<file path="config.mk">
export PLATFORM = sky130hd
export DESIGN_NAME = ctrlport_if_timeout_responder_flat
export DESIGN_NICKNAME = d
export VERILOG_FILES = /design/src/rtl/ctrlport_if_timeout_responder_if.sv /design/src/rtl/ctrlport_if_timeout_responder.sv /design/src/flat_wrapper.sv
export SDC_FILE = /design/constraint.sdc
export NUM_CORES = 1
export LEC_CHECK = 0
export CAP_MARGIN = 5
export CORE_AREA = 5 5 128 130
export CTS_BUF_LIST = sky130_fd_sc_hd__clkbuf_16
export CTS_CLUSTER_DIAMETER = 200
export DETAILED_ROUTE_END_ITERATION = 8
export DIE_AREA = 0 0 133 135
export PLACE_DENSITY = 0.7
export SLEW_MARGIN = 20
export SYNTH_ARGS = -nofsm -noshare
export SYNTH_HDL_FRONTEND = slang
export SYNTH_SLANG_ARGS = --single-unit
</file>
<file path="constraint.sdc">
create_clock -name ctrlport_clk -period 3.4 [get_ports ctrlport_clk]
set_clock_uncertainty 0.2 [all_clocks]
set_input_delay 0.85 -clock ctrlport_clk [delete_from_list [all_inputs] [get_ports ctrlport_clk]]
set_output_delay 0.85 -clock ctrlport_clk [all_outputs]
set_load 0.1 [all_outputs]
</file>
<file path="src/rtl/ctrlport_if_timeout_responder_if.sv">
// ctrlport_if: CtrlPort request/response bundle.
//   master modport: drives the request fields, receives the response.
//   slave modport : receives the request fields, drives the response.
interface ctrlport_if;
  logic        req_wr;
  logic        req_rd;
  logic [19:0] req_addr;
  logic [31:0] req_data;
  logic [3:0]  req_byte_en;
  logic        req_has_time;
  logic [63:0] req_time;
  logic        resp_ack;
  logic [1:0]  resp_status;
  logic [31:0] resp_data;

  modport master (
    output req_wr, req_rd, req_addr, req_data, req_byte_en, req_has_time, req_time,
    input  resp_ack, resp_status, resp_data
  );

  modport slave (
    input  req_wr, req_rd, req_addr, req_data, req_byte_en, req_has_time, req_time,
    output resp_ack, resp_status, resp_data
  );
endinterface

</file>
<file path="src/rtl/ctrlport_if_timeout_responder.sv">
// ctrlport_if_timeout_responder: single-outstanding CtrlPort guard.
// Forwards each upstream request downstream and returns the downstream response one
// cycle later. If nothing acknowledges within TIMEOUT cycles, an error ack is generated.
//   ctrlport_clk  : clock
//   ctrlport_rst  : synchronous active-high reset
//   s_ctrlport    : upstream side (request in, response out)
//   m_ctrlport    : downstream side (request out, response in)
//   timeout_stb   : one-cycle pulse with each generated ack
//   timeout_count : generated acks since reset, saturating at 16'hFFFF
module ctrlport_if_timeout_responder #(
  parameter int unsigned TIMEOUT        = 1024,
  parameter logic [1:0]  TIMEOUT_STATUS = 2'b01
) (
  input  logic        ctrlport_clk,
  input  logic        ctrlport_rst,
  ctrlport_if.slave   s_ctrlport,
  ctrlport_if.master  m_ctrlport,
  output logic        timeout_stb,
  output logic [15:0] timeout_count
);

  localparam logic [15:0] TimeoutLast = 16'(TIMEOUT - 1);

  typedef enum logic [0:0] {StIdle, StWait} state_e;

  state_e      state_q, state_d;
  logic [15:0] cnt_q, cnt_d;
  logic        ack_q, ack_d;
  logic [1:0]  status_q, status_d;
  logic [31:0] data_q, data_d;
  logic        stb_q, stb_d;
  logic [15:0] tcount_q, tcount_d;
  logic        fwd_en;

  // Requests pass only while idle; anything arriving during WAIT is a violation and is masked.
  assign fwd_en = (state_q == StIdle) && !ctrlport_rst;

  assign m_ctrlport.req_wr       = s_ctrlport.req_wr && fwd_en;
  assign m_ctrlport.req_rd       = s_ctrlport.req_rd && fwd_en;
  assign m_ctrlport.req_addr     = s_ctrlport.req_addr;
  assign m_ctrlport.req_data     = s_ctrlport.req_data;
  assign m_ctrlport.req_byte_en  = s_ctrlport.req_byte_en;
  assign m_ctrlport.req_has_time = s_ctrlport.req_has_time;
  assign m_ctrlport.req_time     = s_ctrlport.req_time;

  assign s_ctrlport.resp_ack    = ack_q;
  assign s_ctrlport.resp_status = status_q;
  assign s_ctrlport.resp_data   = data_q;
  assign timeout_stb            = stb_q;
  assign timeout_count          = tcount_q;

  always_comb begin
    state_d  = state_q;
    cnt_d    = cnt_q;
    ack_d    = 1'b0;
    status_d = 2'b00;
    data_d   = 32'h0;
    stb_d    = 1'b0;
    tcount_d = tcount_q;
    unique case (state_q)
      StIdle: begin
        // A downstream ack seen here is stale or unsolicited and is dropped.
        if (s_ctrlport.req_wr || s_ctrlport.req_rd) begin
          state_d = StWait;
          cnt_d   = 16'h0;
        end
      end
      StWait: begin
        cnt_d = cnt_q + 16'h1;
        // A real ack wins over a timeout landing in the same cycle.
        if (m_ctrlport.resp_ack) begin
          ack_d    = 1'b1;
          status_d = m_ctrlport.resp_status;
          data_d   = m_ctrlport.resp_data;
          state_d  = StIdle;
        end else if (cnt_q == TimeoutLast) begin
          ack_d    = 1'b1;
          status_d = TIMEOUT_STATUS;
          stb_d    = 1'b1;
          if (tcount_q != 16'hFFFF) begin
            tcount_d = tcount_q + 16'h1;
          end
          state_d  = StIdle;
        end
      end
      default: state_d = StIdle;
    endcase
  end

  always_ff @(posedge ctrlport_clk) begin
    if (ctrlport_rst) begin
      state_q  <= StIdle;
      cnt_q    <= 16'h0;
      ack_q    <= 1'b0;
      status_q <= 2'b00;
      data_q   <= 32'h0;
      stb_q    <= 1'b0;
      tcount_q <= 16'h0;
    end else begin
      state_q  <= state_d;
      cnt_q    <= cnt_d;
      ack_q    <= ack_d;
      status_q <= status_d;
      data_q   <= data_d;
      stb_q    <= stb_d;
      tcount_q <= tcount_d;
    end
  end

endmodule

</file>
<file path="src/flat_wrapper.sv">
// flat-port wrapper written by rule: the top's interface ports become plain ports
module ctrlport_if_timeout_responder_flat 
#(
  parameter int unsigned TIMEOUT        = 1024,
  parameter logic [1:0]  TIMEOUT_STATUS = 2'b01
)
  (ctrlport_clk, ctrlport_rst, timeout_stb, timeout_count, s_ctrlport_req_wr, s_ctrlport_req_rd, s_ctrlport_req_addr, s_ctrlport_req_data, s_ctrlport_req_byte_en, s_ctrlport_req_has_time, s_ctrlport_req_time, s_ctrlport_resp_ack, s_ctrlport_resp_status, s_ctrlport_resp_data, m_ctrlport_req_wr, m_ctrlport_req_rd, m_ctrlport_req_addr, m_ctrlport_req_data, m_ctrlport_req_byte_en, m_ctrlport_req_has_time, m_ctrlport_req_time, m_ctrlport_resp_ack, m_ctrlport_resp_status, m_ctrlport_resp_data);
  ctrlport_if s_ctrlport_i ();
  ctrlport_if m_ctrlport_i ();
  input  logic ctrlport_clk;
  input  logic ctrlport_rst;
  output logic timeout_stb;
  output logic [15:0] timeout_count;
  input wire logic [$bits(s_ctrlport_i.req_wr)-1:0] s_ctrlport_req_wr;
  input wire logic [$bits(s_ctrlport_i.req_rd)-1:0] s_ctrlport_req_rd;
  input wire logic [$bits(s_ctrlport_i.req_addr)-1:0] s_ctrlport_req_addr;
  input wire logic [$bits(s_ctrlport_i.req_data)-1:0] s_ctrlport_req_data;
  input wire logic [$bits(s_ctrlport_i.req_byte_en)-1:0] s_ctrlport_req_byte_en;
  input wire logic [$bits(s_ctrlport_i.req_has_time)-1:0] s_ctrlport_req_has_time;
  input wire logic [$bits(s_ctrlport_i.req_time)-1:0] s_ctrlport_req_time;
  output wire logic [$bits(s_ctrlport_i.resp_ack)-1:0] s_ctrlport_resp_ack;
  output wire logic [$bits(s_ctrlport_i.resp_status)-1:0] s_ctrlport_resp_status;
  output wire logic [$bits(s_ctrlport_i.resp_data)-1:0] s_ctrlport_resp_data;
  output wire logic [$bits(m_ctrlport_i.req_wr)-1:0] m_ctrlport_req_wr;
  output wire logic [$bits(m_ctrlport_i.req_rd)-1:0] m_ctrlport_req_rd;
  output wire logic [$bits(m_ctrlport_i.req_addr)-1:0] m_ctrlport_req_addr;
  output wire logic [$bits(m_ctrlport_i.req_data)-1:0] m_ctrlport_req_data;
  output wire logic [$bits(m_ctrlport_i.req_byte_en)-1:0] m_ctrlport_req_byte_en;
  output wire logic [$bits(m_ctrlport_i.req_has_time)-1:0] m_ctrlport_req_has_time;
  output wire logic [$bits(m_ctrlport_i.req_time)-1:0] m_ctrlport_req_time;
  input wire logic [$bits(m_ctrlport_i.resp_ack)-1:0] m_ctrlport_resp_ack;
  input wire logic [$bits(m_ctrlport_i.resp_status)-1:0] m_ctrlport_resp_status;
  input wire logic [$bits(m_ctrlport_i.resp_data)-1:0] m_ctrlport_resp_data;
  assign s_ctrlport_i.req_wr = s_ctrlport_req_wr;
  assign s_ctrlport_i.req_rd = s_ctrlport_req_rd;
  assign s_ctrlport_i.req_addr = s_ctrlport_req_addr;
  assign s_ctrlport_i.req_data = s_ctrlport_req_data;
  assign s_ctrlport_i.req_byte_en = s_ctrlport_req_byte_en;
  assign s_ctrlport_i.req_has_time = s_ctrlport_req_has_time;
  assign s_ctrlport_i.req_time = s_ctrlport_req_time;
  assign s_ctrlport_resp_ack = s_ctrlport_i.resp_ack;
  assign s_ctrlport_resp_status = s_ctrlport_i.resp_status;
  assign s_ctrlport_resp_data = s_ctrlport_i.resp_data;
  assign m_ctrlport_req_wr = m_ctrlport_i.req_wr;
  assign m_ctrlport_req_rd = m_ctrlport_i.req_rd;
  assign m_ctrlport_req_addr = m_ctrlport_i.req_addr;
  assign m_ctrlport_req_data = m_ctrlport_i.req_data;
  assign m_ctrlport_req_byte_en = m_ctrlport_i.req_byte_en;
  assign m_ctrlport_req_has_time = m_ctrlport_i.req_has_time;
  assign m_ctrlport_req_time = m_ctrlport_i.req_time;
  assign m_ctrlport_i.resp_ack = m_ctrlport_resp_ack;
  assign m_ctrlport_i.resp_status = m_ctrlport_resp_status;
  assign m_ctrlport_i.resp_data = m_ctrlport_resp_data;
  ctrlport_if_timeout_responder #(.TIMEOUT(TIMEOUT), .TIMEOUT_STATUS(TIMEOUT_STATUS)) u_core (.ctrlport_clk(ctrlport_clk), .ctrlport_rst(ctrlport_rst), .s_ctrlport(s_ctrlport_i), .m_ctrlport(m_ctrlport_i), .timeout_stb(timeout_stb), .timeout_count(timeout_count));
endmodule
</file>
==> out/metrics.csv <==
metric,value,unit
status,finished clean,
crit_path_end_kind,output pin,
die_w,133,um
core_area,15000,um2
endpoint,m_ctrlport_req_rd,
crit_path_max_incr_delay,0.55,ns
netlist_instances,409,
synth_flop_cell,dfxtp_1,
final.setup.worst_slack,0.440,ns
cp.arrival,1.91,ns
io_buffers,92,
syn-num-nets,571,
drive_above_1_share,0.240,
wire_per_inst,15.2,um
worstReg2RegStart,u_core.cnt_q[0],
hpwl,6.61,mm
synth_top_area_share,0.382,
cts_tree,yes,
grt_usage,0.0945,
fmax,338,MHz
instances_no_fill,572,
numCtsBuffers,9,
critPathRequiredTime,2.35,ns
firstDrtPassIters,4,
dp_slack,0.273,ns
ff2ff_path_depth,6,
drc,0,
criticalPathCategory,in -> out,
worst_slew_pin_slew,1.04,ns
cp_max_fo,4,
grt_max_degree,37,
initial_utilization,0.241,
ant_nets,0,
worst-path-stages,3,
cp_num_buf_inv,2,
finalCritPeriodShare,0.871,
synth_area_leaders,"dfxtp_1 (38%), buf_4 (25%), and3_1 (5.9%)",
hp-class,reg -> reg,
boundaryPins,335,
netlist_area,3620,um2
cpMaxStageDelayCell,clkdlybuf4s50_1,
synth.distinct_cells,47,
path_clk_slew,0.06,ns
cp-startpoint,ctrlport_rst,
finalSetupViolCount,0,
yosysSeqAreaShare,0.382,
dieArea,18000,um2
slew_violations,0,
placed_cells,556,
hp-start,u_core.cnt_q[5],
vias_per_cell,4.47,
hold_viol,0,
num_vias,2555,
area_delta_synth_final,11.4,%
die-height,135,um
ys_warn_count,0,
postCtsSetupBuffers,0,
power.leakage,1.61,nW
cap_violations,0,
htree_levels,3,
hold_buffers,0,
root_buffer,clkbuf_16,
grt_pass1_wl,13.5,mm
fp-row-count,45,
power.density,503,nW/um2
ys_ff_latch,69,
clk_latency,0.33,ns
reg2reg_to,u_core.timeout_count[10],
synth_edf_count,0,
r2r_setup_slack,0.87,ns
ys_async_sr_fraction,0,
crit_family,buffers and inverters,
startpoint_type,input port,
grt-ovfl-total,0,
relSlewSlack,0.303,
fin_nets,541,
antenna_found_initial,0,
final.setup.tns,0,ns
place_congestion,0.817,
rsz0062_at_grt,false,
ir_drop,0.000221,V
first_iter_violations,99,
grt_pass1_vias,2634,
yosys.area.top_type,dfxtp_1,
min_period,2.96,ns
avgSynthCellArea,8.85,um2
num_antenna_cells,0,
post_cts_resize_count,0,
drt_wl_total,8.72,mm
cp_cell_sequence,"clkdlybuf4s50_1, nor3b_2, buf_12",
clock-sinks,69,
cts.path.max_buffers,2,
-- power by group --
part / switching (mW) / internal (mW) / leakage (nW) / total [mW]
combinational: 0.122 / 0.0684 / 0.901 / 0.190
clock: 0.366 / 0.645 / 0.154 / 1.01
sequential: 0.00772 / 0.820 / 0.558 / 0.828
-- cell usage after synthesis, drive strengths merged, types with 4 or more instances --
| cell type | n |
|---|---|
| buf | 124 |
| dfxtp | 69 |
| and3 | 35 |
| nor2 | 26 |
| nand2 | 18 |
| nand3 | 16 |
| a21oi | 15 |
| clkbuf | 12 |
| nand4 | 11 |
| or3 | 9 |
| nor3 | 7 |
| xnor2 | 7 |
| inv | 6 |
| xor2 | 6 |
| nor4 | 5 |
| or2 | 5 |
| mux2 | 4 |
| o211ai | 4 |
| o21ai | 4 |
| or4 | 4 |
-- placed cells by master (no fill, tap or decap), types with 3 or more instances in the layout --
| cell type | synthesis | final |
|---|---|---|
| nor3_1 | 7 | 7 |
| clkdlybuf4s50_1 | 0 | 38 |
| nor2_1 | 26 | 26 |
| clkbuf_16 | 0 | 9 |
| inv_1 | 6 | 6 |
| xnor2_1 | 7 | 7 |
| nand2_1 | 18 | 18 |
| nand3_1 | 15 | 15 |
| dfxtp_1 | 69 | 69 |
| xor2_1 | 6 | 6 |
| and3_1 | 34 | 34 |
| mux2_2 | 4 | 4 |
| o21ai_0 | 4 | 4 |
| nor4_1 | 5 | 5 |
| nand4_1 | 9 | 9 |
| or4_1 | 3 | 3 |
| o211ai_1 | 4 | 4 |
| or3_1 | 7 | 7 |
| or2_2 | 4 | 4 |
| a21oi_1 | 15 | 15 |
| buf_4 | 121 | 55 |
-- final cells by class --
class | count | area (um2)
multi-input combinational | 198 | 1240
timing repair buffer | 95 | 833
clock inverter | 7 | 97.6
clock buffer | 9 | 225
sequential | 69 | 1380
inverter | 6 | 22.5
tap | 188 | 235
fill | 1525 | 11000
-- worst register-to-register path: stages (launching register included) --
cell and delay (ns):
dfxtp_1 0.38, ha_1 0.25, nor4b_2 0.32, nand3_1 0.24, or3_4 0.45, or4b_1 0.48
a21oi_1 0.15
-- kinds of logic (layout without fill, tap and decap cells) --
kind of cell,after synthesis,after routing,synth area share
buffers and inverters,142,117,0.280
AND/OR/NAND/NOR,149,149,0.237
AO/OA/AOI/OAI,29,29,0.0484
multiplexers,5,5,0.0152
adder cells (fa/ha/maj),2,2,0.00691
XOR/XNOR,13,13,0.0315
flip-flops,69,69,0.382
-- metrics by stage --
| step | area [um2] | util | hold slack (ns) | total power, mW |
|---|---|---|---|---|
| after detailed placement | 3710 | 0.247 | 0.317 | 1.04 |
| after global routing | 4030 | 0.268 | 0.369 | 2.11 |
| after CTS | 4030 | 0.268 | 0.326 | 2.07 |
| after global placement | 3710 | 0.247 | 0.298 | 1.03 |
| after floorplan | 3630 | - | 0.282 | 1.63 |
| final | 4030 | 0.268 | 0.325 | 2.03 |
-- routing by layer --
metal  part of all wire  track usage  vias up  wire, um
met5                  0            0        -         0
met4              0.045       0.0618        0       395
met3               0.10       0.0537       54       879
met2               0.50        0.152      112      4400
met1               0.35       0.0940     1181      3040
li1                   -            -     1208         -
-- sequential cells by signal (all words and copies together) (netlist names) --
signal,flops
u_core.s_ctrlport.resp_ack,1
u_core.s_ctrlport.resp_status,2
u_core.state_q,1
u_core.s_ctrlport.resp_data,32
u_core.timeout_count,16
u_core.timeout_stb,1
u_core.cnt_q,16
-- worst min path at each step --
stage	depth (start not counted)	slack, ns	to
final	2	0.33	u_core.cnt_q[5]
after global routing	2	0.37	u_core.cnt_q[5]
after CTS	2	0.33	u_core.cnt_q[5]
after detailed placement	2	0.32	u_core.cnt_q[5]
after global placement	2	0.30	u_core.cnt_q[9]
after floorplan	2	0.28	u_core.cnt_q[4]
No activity file was read; power rests on OpenSTA's default activity.
